--- config.mk ---
export PLATFORM = sky130hd
export DESIGN_NAME = acc_mem_arbiter
export DESIGN_NICKNAME = d
export VERILOG_FILES = /design/src/rtl/acc_mem_pkg.sv /design/src/rtl/acc_rr_picker.sv /design/src/rtl/acc_mem_arbiter.sv
export SDC_FILE = /design/constraint.sdc
export NUM_CORES = 1
export LEC_CHECK = 0
export ABC_CLOCK_PERIOD_IN_PS = 3790
export BUFFER_PORTS_ARGS = -buffer_cell sky130_fd_sc_hd__buf_2
export CORE_AREA = 2 2 527 529
export CTS_CLUSTER_DIAMETER = 50
export DETAILED_ROUTE_END_ITERATION = 16
export DIE_AREA = 0 0 529 531
export PLACE_DENSITY = 0.3
export RECOVER_POWER = 50
export SYNTH_ARGS = -nofsm -noshare
export SYNTH_HDL_FRONTEND = slang
export SYNTH_SLANG_ARGS = --single-unit
--- constraint.sdc ---
create_clock -name clk -period 3.79 [get_ports clk]
set_input_delay 0.379 -clock clk [delete_from_list [all_inputs] [get_ports clk]]
set_output_delay 0.379 -clock clk [all_outputs]
set_load 0.02 [all_outputs]
--- src/rtl/acc_mem_pkg.sv ---
// acc_mem_pkg: shared types and default sizes for the accelerator memory arbiter.
//   arb_state_t : arbiter FSM states (IDLE, ISSUE, WAIT_READ, RESP)
//   arb_op_t    : latched operation kind of the current grant
//   DEF_*       : default parameter values for the arbiter and its picker
//   idx_width   : bit width of a unit index (at least 1 bit)
package acc_mem_pkg;

  localparam int DEF_NUM_ACC          = 4;
  localparam int DEF_ADDR_SIZE        = 16;
  localparam int DEF_READ_DATA_SIZE   = 512;
  localparam int DEF_WRITE_DATA_SIZE  = 32;
  localparam int DEF_MEM_READ_LATENCY = 1;

  typedef enum logic [1:0] {
    IDLE,
    ISSUE,
    WAIT_READ,
    RESP
  } arb_state_t;

  typedef enum logic {
    OP_READ,
    OP_WRITE
  } arb_op_t;

  function automatic int idx_width(input int n);
    return (n > 1) ? $clog2(n) : 1;
  endfunction

endpackage

--- src/rtl/acc_rr_picker.sv ---
// acc_rr_picker: combinational round-robin priority encoder.
//   req     in  NUM_ACC  request vector, one bit per unit
//   rr_ptr  in  IDX_W    index holding highest priority this round
//   gnt_idx out IDX_W    first requesting index at or after rr_ptr (mod NUM_ACC)
//   any_req out 1        at least one request bit is set
module acc_rr_picker
  import acc_mem_pkg::*;
#(
  parameter int NUM_ACC = DEF_NUM_ACC,
  localparam int IDX_W  = idx_width(NUM_ACC)
) (
  input  logic [NUM_ACC-1:0] req,
  input  logic [IDX_W-1:0]   rr_ptr,
  output logic [IDX_W-1:0]   gnt_idx,
  output logic               any_req
);

  always_comb begin
    gnt_idx = '0;
    any_req = 1'b0;
    // Walk outward from rr_ptr; the first hit wins and later hits are ignored.
    for (int k = 0; k < NUM_ACC; k++) begin
      int u;
      u = int'(rr_ptr) + k;
      if (u >= NUM_ACC) u = u - NUM_ACC;
      if (!any_req && req[u]) begin
        any_req = 1'b1;
        gnt_idx = IDX_W'(u);
      end
    end
  end

endmodule

--- src/rtl/acc_mem_arbiter.sv ---
// acc_mem_arbiter: round-robin sharing of the accelerator Data Memory port.
//   clk, rst                     clock, synchronous active-high reset
//   acc_read_en / acc_read_addr  per-unit level read requests + packed addresses
//   acc_write_en / _addr / _data per-unit level write requests + packed addr/data
//   acc_read_data                registered read line, broadcast to all units
//   acc_read_data_valid          one-hot one-cycle read completion pulse
//   acc_write_done               one-hot one-cycle write completion pulse
//   mem_ready                    port free of the CPU (sampled only in IDLE)
//   mem_read_en / mem_write_en   one-cycle memory strobes
//   mem_addr / mem_write_data    memory address and write word
//   mem_read_data                memory read line, valid MEM_READ_LATENCY cycles
//                                after the mem_read_en cycle
module acc_mem_arbiter
  import acc_mem_pkg::*;
#(
  parameter int NUM_ACC          = DEF_NUM_ACC,
  parameter int ADDR_SIZE        = DEF_ADDR_SIZE,
  parameter int READ_DATA_SIZE   = DEF_READ_DATA_SIZE,
  parameter int WRITE_DATA_SIZE  = DEF_WRITE_DATA_SIZE,
  parameter int MEM_READ_LATENCY = DEF_MEM_READ_LATENCY
) (
  input  logic                           clk,
  input  logic                           rst,
  input  logic [NUM_ACC-1:0]             acc_read_en,
  input  logic [NUM_ACC*ADDR_SIZE-1:0]   acc_read_addr,
  input  logic [NUM_ACC-1:0]             acc_write_en,
  input  logic [NUM_ACC*ADDR_SIZE-1:0]   acc_write_addr,
  input  logic [NUM_ACC*WRITE_DATA_SIZE-1:0] acc_write_data,
  output logic [READ_DATA_SIZE-1:0]      acc_read_data,
  output logic [NUM_ACC-1:0]             acc_read_data_valid,
  output logic [NUM_ACC-1:0]             acc_write_done,
  input  logic                           mem_ready,
  output logic                           mem_read_en,
  output logic                           mem_write_en,
  output logic [ADDR_SIZE-1:0]           mem_addr,
  output logic [WRITE_DATA_SIZE-1:0]     mem_write_data,
  input  logic [READ_DATA_SIZE-1:0]      mem_read_data
);

  localparam int IDX_W = idx_width(NUM_ACC);
  localparam int CNT_W = $clog2(MEM_READ_LATENCY + 1);
  localparam logic [CNT_W-1:0] LAT      = CNT_W'(MEM_READ_LATENCY);
  localparam logic [IDX_W-1:0] LAST_IDX = IDX_W'(NUM_ACC - 1);

  arb_state_t           state;
  arb_op_t              op;
  logic [IDX_W-1:0]     rr_ptr;
  logic [IDX_W-1:0]     gnt;
  logic [CNT_W-1:0]     lat_cnt;

  logic [NUM_ACC-1:0]   req;
  logic [IDX_W-1:0]     pick;
  logic                 any_req;
  logic [NUM_ACC-1:0]   gnt_onehot;

  assign req        = acc_read_en | acc_write_en;
  assign gnt_onehot = NUM_ACC'(1) << gnt;

  acc_rr_picker #(
    .NUM_ACC (NUM_ACC)
  ) u_picker (
    .req     (req),
    .rr_ptr  (rr_ptr),
    .gnt_idx (pick),
    .any_req (any_req)
  );

  // mem_addr / mem_write_data double as the latched request registers: they are
  // loaded at grant time so the strobe and address appear together in ISSUE.
  always_ff @(posedge clk) begin
    if (rst) begin
      state               <= IDLE;
      op                  <= OP_READ;
      rr_ptr              <= '0;
      gnt                 <= '0;
      lat_cnt             <= '0;
      mem_read_en         <= 1'b0;
      mem_write_en        <= 1'b0;
      mem_addr            <= '0;
      mem_write_data      <= '0;
      acc_read_data       <= '0;
      acc_read_data_valid <= '0;
      acc_write_done      <= '0;
    end else begin
      mem_read_en         <= 1'b0;
      mem_write_en        <= 1'b0;
      acc_read_data_valid <= '0;
      acc_write_done      <= '0;
      case (state)
        IDLE: begin
          if (mem_ready && any_req) begin
            gnt <= pick;
            // A unit raising both read and write gets its write served first.
            if (acc_write_en[pick]) begin
              op             <= OP_WRITE;
              mem_addr       <= acc_write_addr[int'(pick)*ADDR_SIZE +: ADDR_SIZE];
              mem_write_data <= acc_write_data[int'(pick)*WRITE_DATA_SIZE +: WRITE_DATA_SIZE];
              mem_write_en   <= 1'b1;
            end else begin
              op             <= OP_READ;
              mem_addr       <= acc_read_addr[int'(pick)*ADDR_SIZE +: ADDR_SIZE];
              mem_read_en    <= 1'b1;
            end
            state <= ISSUE;
          end
        end
        ISSUE: begin
          if (op == OP_WRITE) begin
            acc_write_done <= gnt_onehot;
            state          <= RESP;
          end else begin
            lat_cnt <= CNT_W'(1);
            state   <= WAIT_READ;
          end
        end
        WAIT_READ: begin
          // lat_cnt equals the number of cycles since the mem_read_en cycle.
          if (lat_cnt == LAT) begin
            acc_read_data       <= mem_read_data;
            acc_read_data_valid <= gnt_onehot;
            state               <= RESP;
          end else begin
            lat_cnt <= lat_cnt + 1'b1;
          end
        end
        RESP: begin
          // Done pulse is on the outputs this cycle; the served unit moves to
          // lowest priority, and IDLE next cycle sees its dropped request.
          rr_ptr <= (gnt == LAST_IDX) ? '0 : gnt + 1'b1;
          state  <= IDLE;
        end
        default: state <= IDLE;
      endcase
    end
  end

endmodule

# --- Yosys cells after proc, flatten, opt, wreduce, memory -nomap -nowiden ---
# Cells that the tools add are included.
totals:
  register_bits: 578
  in_bits: 779
  word_cells: 102
classes:
  n_addsub: 9
  order_cmp: 9
  eq_ne: 7
  shift: 4
  n_mux: 37
  n_bitwise: 7
  reduce_logical: 17
ops:
  columns: ["op", "n"]
  rows:
  - ["$lt A32 B4 Y1 const B", 4]
  - ["$mux W32", 4]
  - ["$shiftx A128 B8 Y32", 1]
  - ["$shiftx A64 B7 Y16", 2]
  - ["$ge A32 B4 Y1 const B", 3]
  - ["$sub A32 B4 Y32 const B", 3]
  - ["$mux W1", 18]
  - ["$mux W16", 1]
  - ["$mux W2", 7]
  - ["$bmux W1 S2", 5]
  - ["$reduce_or A3 Y1", 3]
  - ["$pmux W2 S4", 1]
  - ["$reduce_and A2 Y1", 4]
  - ["$add A2 B2 Y3 const B", 2]
  - ["$eq A2 B2 Y1 const B", 3]
  - ["$ne A2 B2 Y1 const B", 3]
  - ["$not A1 Y1", 6]
  - ["$logic_and A1 B1 Y1", 4]
  - ["$or A4 B4 Y4", 1]
  - ["$shl A1 B2 Y4 const A", 1]
  - ["$sub A2 B3 Y4 const B", 1]
  - ["$add A2 B1 Y3 const B", 1]
  - ["$ge A2 B3 Y1 const B", 1]
  - ["$logic_not A1 Y1", 3]
  - ["other kinds (8)", 8]

# --- Logic depth before layout (Yosys ltp) ---
logic_depth:
  word_depth: 18
  ltp_mapped: 10
  ltp_nobuf: 8

# --- Hierarchy ---
# A second synthesis with hierarchy kept.
hier_totals:
  hier_cells: 2653
  area_unflattened_um2: 21608.2
modules_own_cells:
  columns: ["mod", "n_inst", "cells_each", "area_per_inst_um2", "seq_area_each_um2"]
  rows:
  - ["acc_mem_arbiter", 1, 2638, 21530.6, 11571.1]
  - ["acc_rr_picker", 1, 15, 77.6, 0.0]

# --- Worst setup path after synthesis ---
# Ideal clock, no wire load.
synth_path:
  path_kind: "input port to flip-flop"
  start: "in acc_write_en[0]"
  end: "reg mem_addr[13]"
  arrival_ns: 2.226
  path_slack_ns: 1.426
  path_stages: 9
  cell_sequence: "clkbuf_1 -> or2_2 -> a21boi_1 -> o21ai_1 -> a22oi_2 -> buf_2 -> mux2_2 -> o21ai_0 -> o221ai_1"
synth_via:
  elab_chain_len: 17
synth_rtl:
  columns: ["item", "line_no", "text"]
  rows:
  - ["from (decl)", "acc_mem_arbiter.sv:26", "input logic [NUM_ACC-1:0] acc_write_en,"]
  - ["branches (longest 17 deep; another with $or A4 B4 Y4)", null, null]
  - ["to (signal assigned)", "acc_mem_arbiter.sv:96", "mem_addr <= acc_write_addr[int'(pick)*ADDR_SIZE +: ADDR_SIZE];"]
  - ["to (signal assigned)", "acc_mem_arbiter.sv:101", "mem_addr <= acc_read_addr[int'(pick)*ADDR_SIZE +: ADDR_SIZE];"]
  - ["to (decl)", "acc_mem_arbiter.sv:35", "output logic [ADDR_SIZE-1:0] mem_addr,"]
# Parallel ways; which one is timed is not known. The select of a mux whose other input is x is not followed.
# A chain may end at the register's enable or synchronous reset.

# --- Worst setup path in the final report ---
layout_path:
  start: "reg rr_ptr[1]"
  end: "reg mem_addr[14]"
layout_via:
  elab_chain_len: 18
layout_rtl:
  columns: ["item", "line_no", "text"]
  rows:
  - ["from (decl)", "acc_mem_arbiter.sv:47", "logic [IDX_W-1:0] rr_ptr;"]
  - ["from (signal assigned)", "acc_mem_arbiter.sv:129", "rr_ptr <= (gnt == LAST_IDX) ? '0 : gnt + 1'b1;"]
  - ["branches (longest 18 deep; another with $sub A32 B4 Y32)", null, null]
# Parallel ways; which one is timed is not known. The select of a mux whose other input is x is not followed.

==> summary.txt <==
Run status
  • Outcome: complete, but fails checks
  • Violated checks: capacitance limit, slew limit

Final layout
  • Area of the multi-input gates: 9410 sq um
  • Fill count: 31,800
  • Most common cell after layout, fill and taps aside: nand2_1
  • Final nets: 5,461
  • Reg area: 11,600 sq um
  • Fin cells: 8,459
  • Synthesis-to-layout area growth: 96.6%
  • Cell area after layout: 43,000 sq um
  • Share of cells above drive strength 1: 0.227
  • Utilization after layout: 0.156
  • Leading cell types in the layout, fill and taps excluded: 1,101 x nand2_1, 791 x buf_2, 630 x dlygate4sd3_1, 578 x dfxtp_1, 575 x clkbuf_1

Timing
  • Worst slew pin tran: 1.74 ns
  • Setup violations, final: 0
  • Fmax: 286 MHz
  • Worst Setup Slack, final: 0.299 ns
  • Period utilization: 0.921
  • Setup TNS: 0 ns
  • Final hold violations: 0
  • WHS: 0.0232 ns
  • Max-slew headroom: -0.162
  • Final Skew: 0.0737 ns
  • Tmin final: 3.49 ns
  • RSZ-0062 raised after global routing: no
  • Final slew viol count: 18

Global route
  • Global Route met3 Usage: 0.0540
  • Largest net degree at the start of global routing: 132
  • Routing usage on met1: 0.175
  • Met2 Use GR: 0.207
  • Initial antenna violation count: 207
  • Vias in the first global route: 27,900
  • GRT busiest layer: met2
  • GRT overflow: 0
  • GRT Overall Usage: 0.135
  • Global-route wire length before repair: 258 mm

Place
  • HPWL after DPL: 168 mm
  • Gpl congestion: 0.912
  • Dpl ws: 0.787 ns
  • IO buf count: 1,348
  • Placed cells: 7,527
  • DP Area: 32,800 sq um

CTS
  • Setup Buffers After CTS: 0
  • Cts bufs inserted: 121
  • CTS tree: done
  • Root Buffer: clkbuf_16
  • Clock latency on the worst-skew pair: 0.84 ns
  • H-tree Lvls: 3
  • CTS sink count: 578
  • Buffer depth of the longest clock path: 4
  • Reg clk slew, reported paths: 0.05 ns

Routing
  • Vias: 28,100
  • WL/cell: 23.6 um
  • Drt pass-1 iters: 7
  • DRC errors left: 0
  • Total wire length: 199 mm
  • DR iter-0 viols: 1,215
  • Final ANT Viol Nets: 0
  • Vias per cell: 3.32

Yosys
  • Seq cells post-synth: 578
  • Avg Cell Area, Syn: 8.00 sq um
  • Async SR Flop Fraction: 0
  • Synth Flop Type: dfxtp_1
  • Net Count, Synth: 3,521
  • Area of the mapped netlist: 21,900 sq um
  • Post-Syn Instances: 2,733
  • Unique masters post-synth: 49
  • Seq/Total Area, Yosys: 0.529
  • Yosys warns: 0
  • EDFF count, synth: 0

Power and ir drop
  • Leakage power: 15.7 nW
  • Gate power share: 0.210
  • Pwr Total: 23.4 mW
  • Seq pwr share: 0.298
  • P_sw: 7.47 mW
  • VDD IR max: 359 uV
  • Int Power: 16.0 mW
  • Clk network pwr share: 0.492
  • PwrDens: 546 nW/um^2
  • Sw Ratio: 0.319

Worst hold path
  • Worst Hold Class: in -> reg

Flow run
  • MaxCap Viol Count: 1

Worst setup path
  • Critical Path Source: rr_ptr[1]
  • Worst-path maximum fanout: 18
  • Critical path's slowest cell: dlygate4sd3_1
  • Setup CP Type: reg -> reg
  • Critical Path Sink: mem_addr[14]
  • Critical Path End Type: flop
  • Most used cell, CP: dlygate4sd3_1
  • Worst-path cell chain: nand2b_1 -> a21boi_1 -> o21ai_1 -> a22oi_2 -> buf_6 -> mux2i_1 -> dlygate4sd3_1 -> nor2_1 -> or3_1 -> dlygate4sd3_1
  • Reg2reg setup slack: 0.30 ns
  • R2R Path End: mem_addr[14]
  • Worst r2r src: rr_ptr[1]
  • Worst setup SP type: flop
  • WP data arrival: 4.13 ns
  • Crit path max-delay family: buffers and inverters
  • Worst EP required: 4.42 ns
  • Max incr delay on CP: 0.57 ns
  • WP buf/inv: 3
  • Worst Reg-to-Reg Cells: 10
  • Levels on crit path: 10

Die
  • Die area: 281,000 sq um
  • IO Pins: 1,349
  • Die width: 529 um
  • Die Span Y: 531 um
  • Cell Rows: 193
  • Initial Util: 0.0794
  • Core area: 275,000 sq um
==> layer usage <==
| layer | wire (um) | share of wire | up-vias |
|---|---|---|---|
| met5 | 771 | 0.0039 | - |
| met4 | 4830 | 0.024 | 120 |
| met3 | 20300 | 0.10 | 351 |
| met2 | 85400 | 0.43 | 1373 |
| met1 | 88000 | 0.44 | 13200 |
| li1 | - | - | 13100 |
==> state kept, by name, summed over array words and instances (netlist names) <==
| signal | count |
|---|---|
| rr_ptr | 2 |
| acc_read_data | 512 |
| lat_cnt | 1 |
| acc_write_done | 4 |
| state | 2 |
| gnt | 2 |
| acc_read_data_valid | 4 |
| mem_addr | 16 |
| mem_write_en | 1 |
| mem_read_en | 1 |
| op | 1 |
| mem_write_data | 32 |
==> worst reg2reg max path, cell delays in order, from the launching register on <==
cell and delay [ns]:
dfxtp_1 0.39, nand2b_1 0.18, a21boi_1 0.28, o21ai_1 0.11, a22oi_2 0.38, buf_6 0.30
mux2i_1 0.22, dlygate4sd3_1 0.57, nor2_1 0.04, or3_1 0.34, dlygate4sd3_1 0.56
==> final cells by class <==
class,count,share of cell area
inverter,6,0.000524
clock buffer,152,0.0769
antenna,83,0.00483
tap,3607,0.105
multi-input combinational,1934,0.219
timing repair buffer,2032,0.301
sequential,578,0.269
clock inverter,67,0.0236
==> power groups by stage <==
stage / combinational (mW) / clock [mW] / sequential (mW)
6_report: 4.93 / 11.5 / 6.98
5_1_grt: 5.34 / 12.1 / 7.04
4_1_cts: 5.22 / 11.9 / 6.97
3_5_place_dp: 4.46 / 0 / 7.09
3_3_place_gp: 4.46 / 0 / 7.08
2_1_floorplan: 1.53 / 0 / 7.65
==> kinds of logic (layout without fill, tap and decap cells) <==
family / after synthesis / count (layout) / share of synthesized area
other: 0 / 83 / 0
and+or+nand+nor: 1168 / 1168 / 0.206
muxes: 126 / 126 / 0.0586
buffers and inverters: 221 / 2257 / 0.0416
AOI/OAI and AO/OA: 631 / 631 / 0.159
adders and majority gates: 9 / 9 / 0.00515
DFF: 578 / 578 / 0.529
==> worst min path at each step <==
stage               depth (start not counted)                  to               start
floorplan                                   2                  op                  op
global placement                            2  acc_read_data[305]  acc_read_data[305]
detailed placement                          2  acc_read_data[285]  acc_read_data[285]
CTS                                         3   acc_read_data[89]   mem_read_data[89]
global route                                3   acc_read_data[85]   mem_read_data[85]
finish                                      3   acc_read_data[85]   mem_read_data[85]
==> synthesized netlist by cell type (all sizes together), types with 2 or more instances <==
cell / number / area [sq um]
or2: 5 / 31.3
mux2: 16 / 180
nor2: 29 / 111
or3: 4 / 25.0
mux2i: 110 / 1100
and2: 2 / 15.0
inv: 6 / 22.5
nor2b: 6 / 45.0
a22oi: 10 / 80.1
nand2: 1102 / 4140
a21oi: 531 / 2660
nor3b: 4 / 30.0
a211oi: 6 / 45.0
dfxtp: 578 / 11600
nand2b: 6 / 37.5
buf: 36 / 215
a32o: 32 / 320
o22ai: 4 / 25.0
o21ai: 23 / 115
ha: 9 / 113
o221ai: 8 / 70.1
a221oi: 4 / 35.0
o21bai: 2 / 15.0
a21boi: 3 / 22.5
clkbuf: 179 / 672
nor4: 6 / 37.5
==> timing repair <==
action,CTS,global route
hold endpoints to repair,548,0
setup endpoints to repair,0,1
hold buffers,630,0
resized for setup,0,2
No activity file was read; power rests on OpenSTA's default activity.
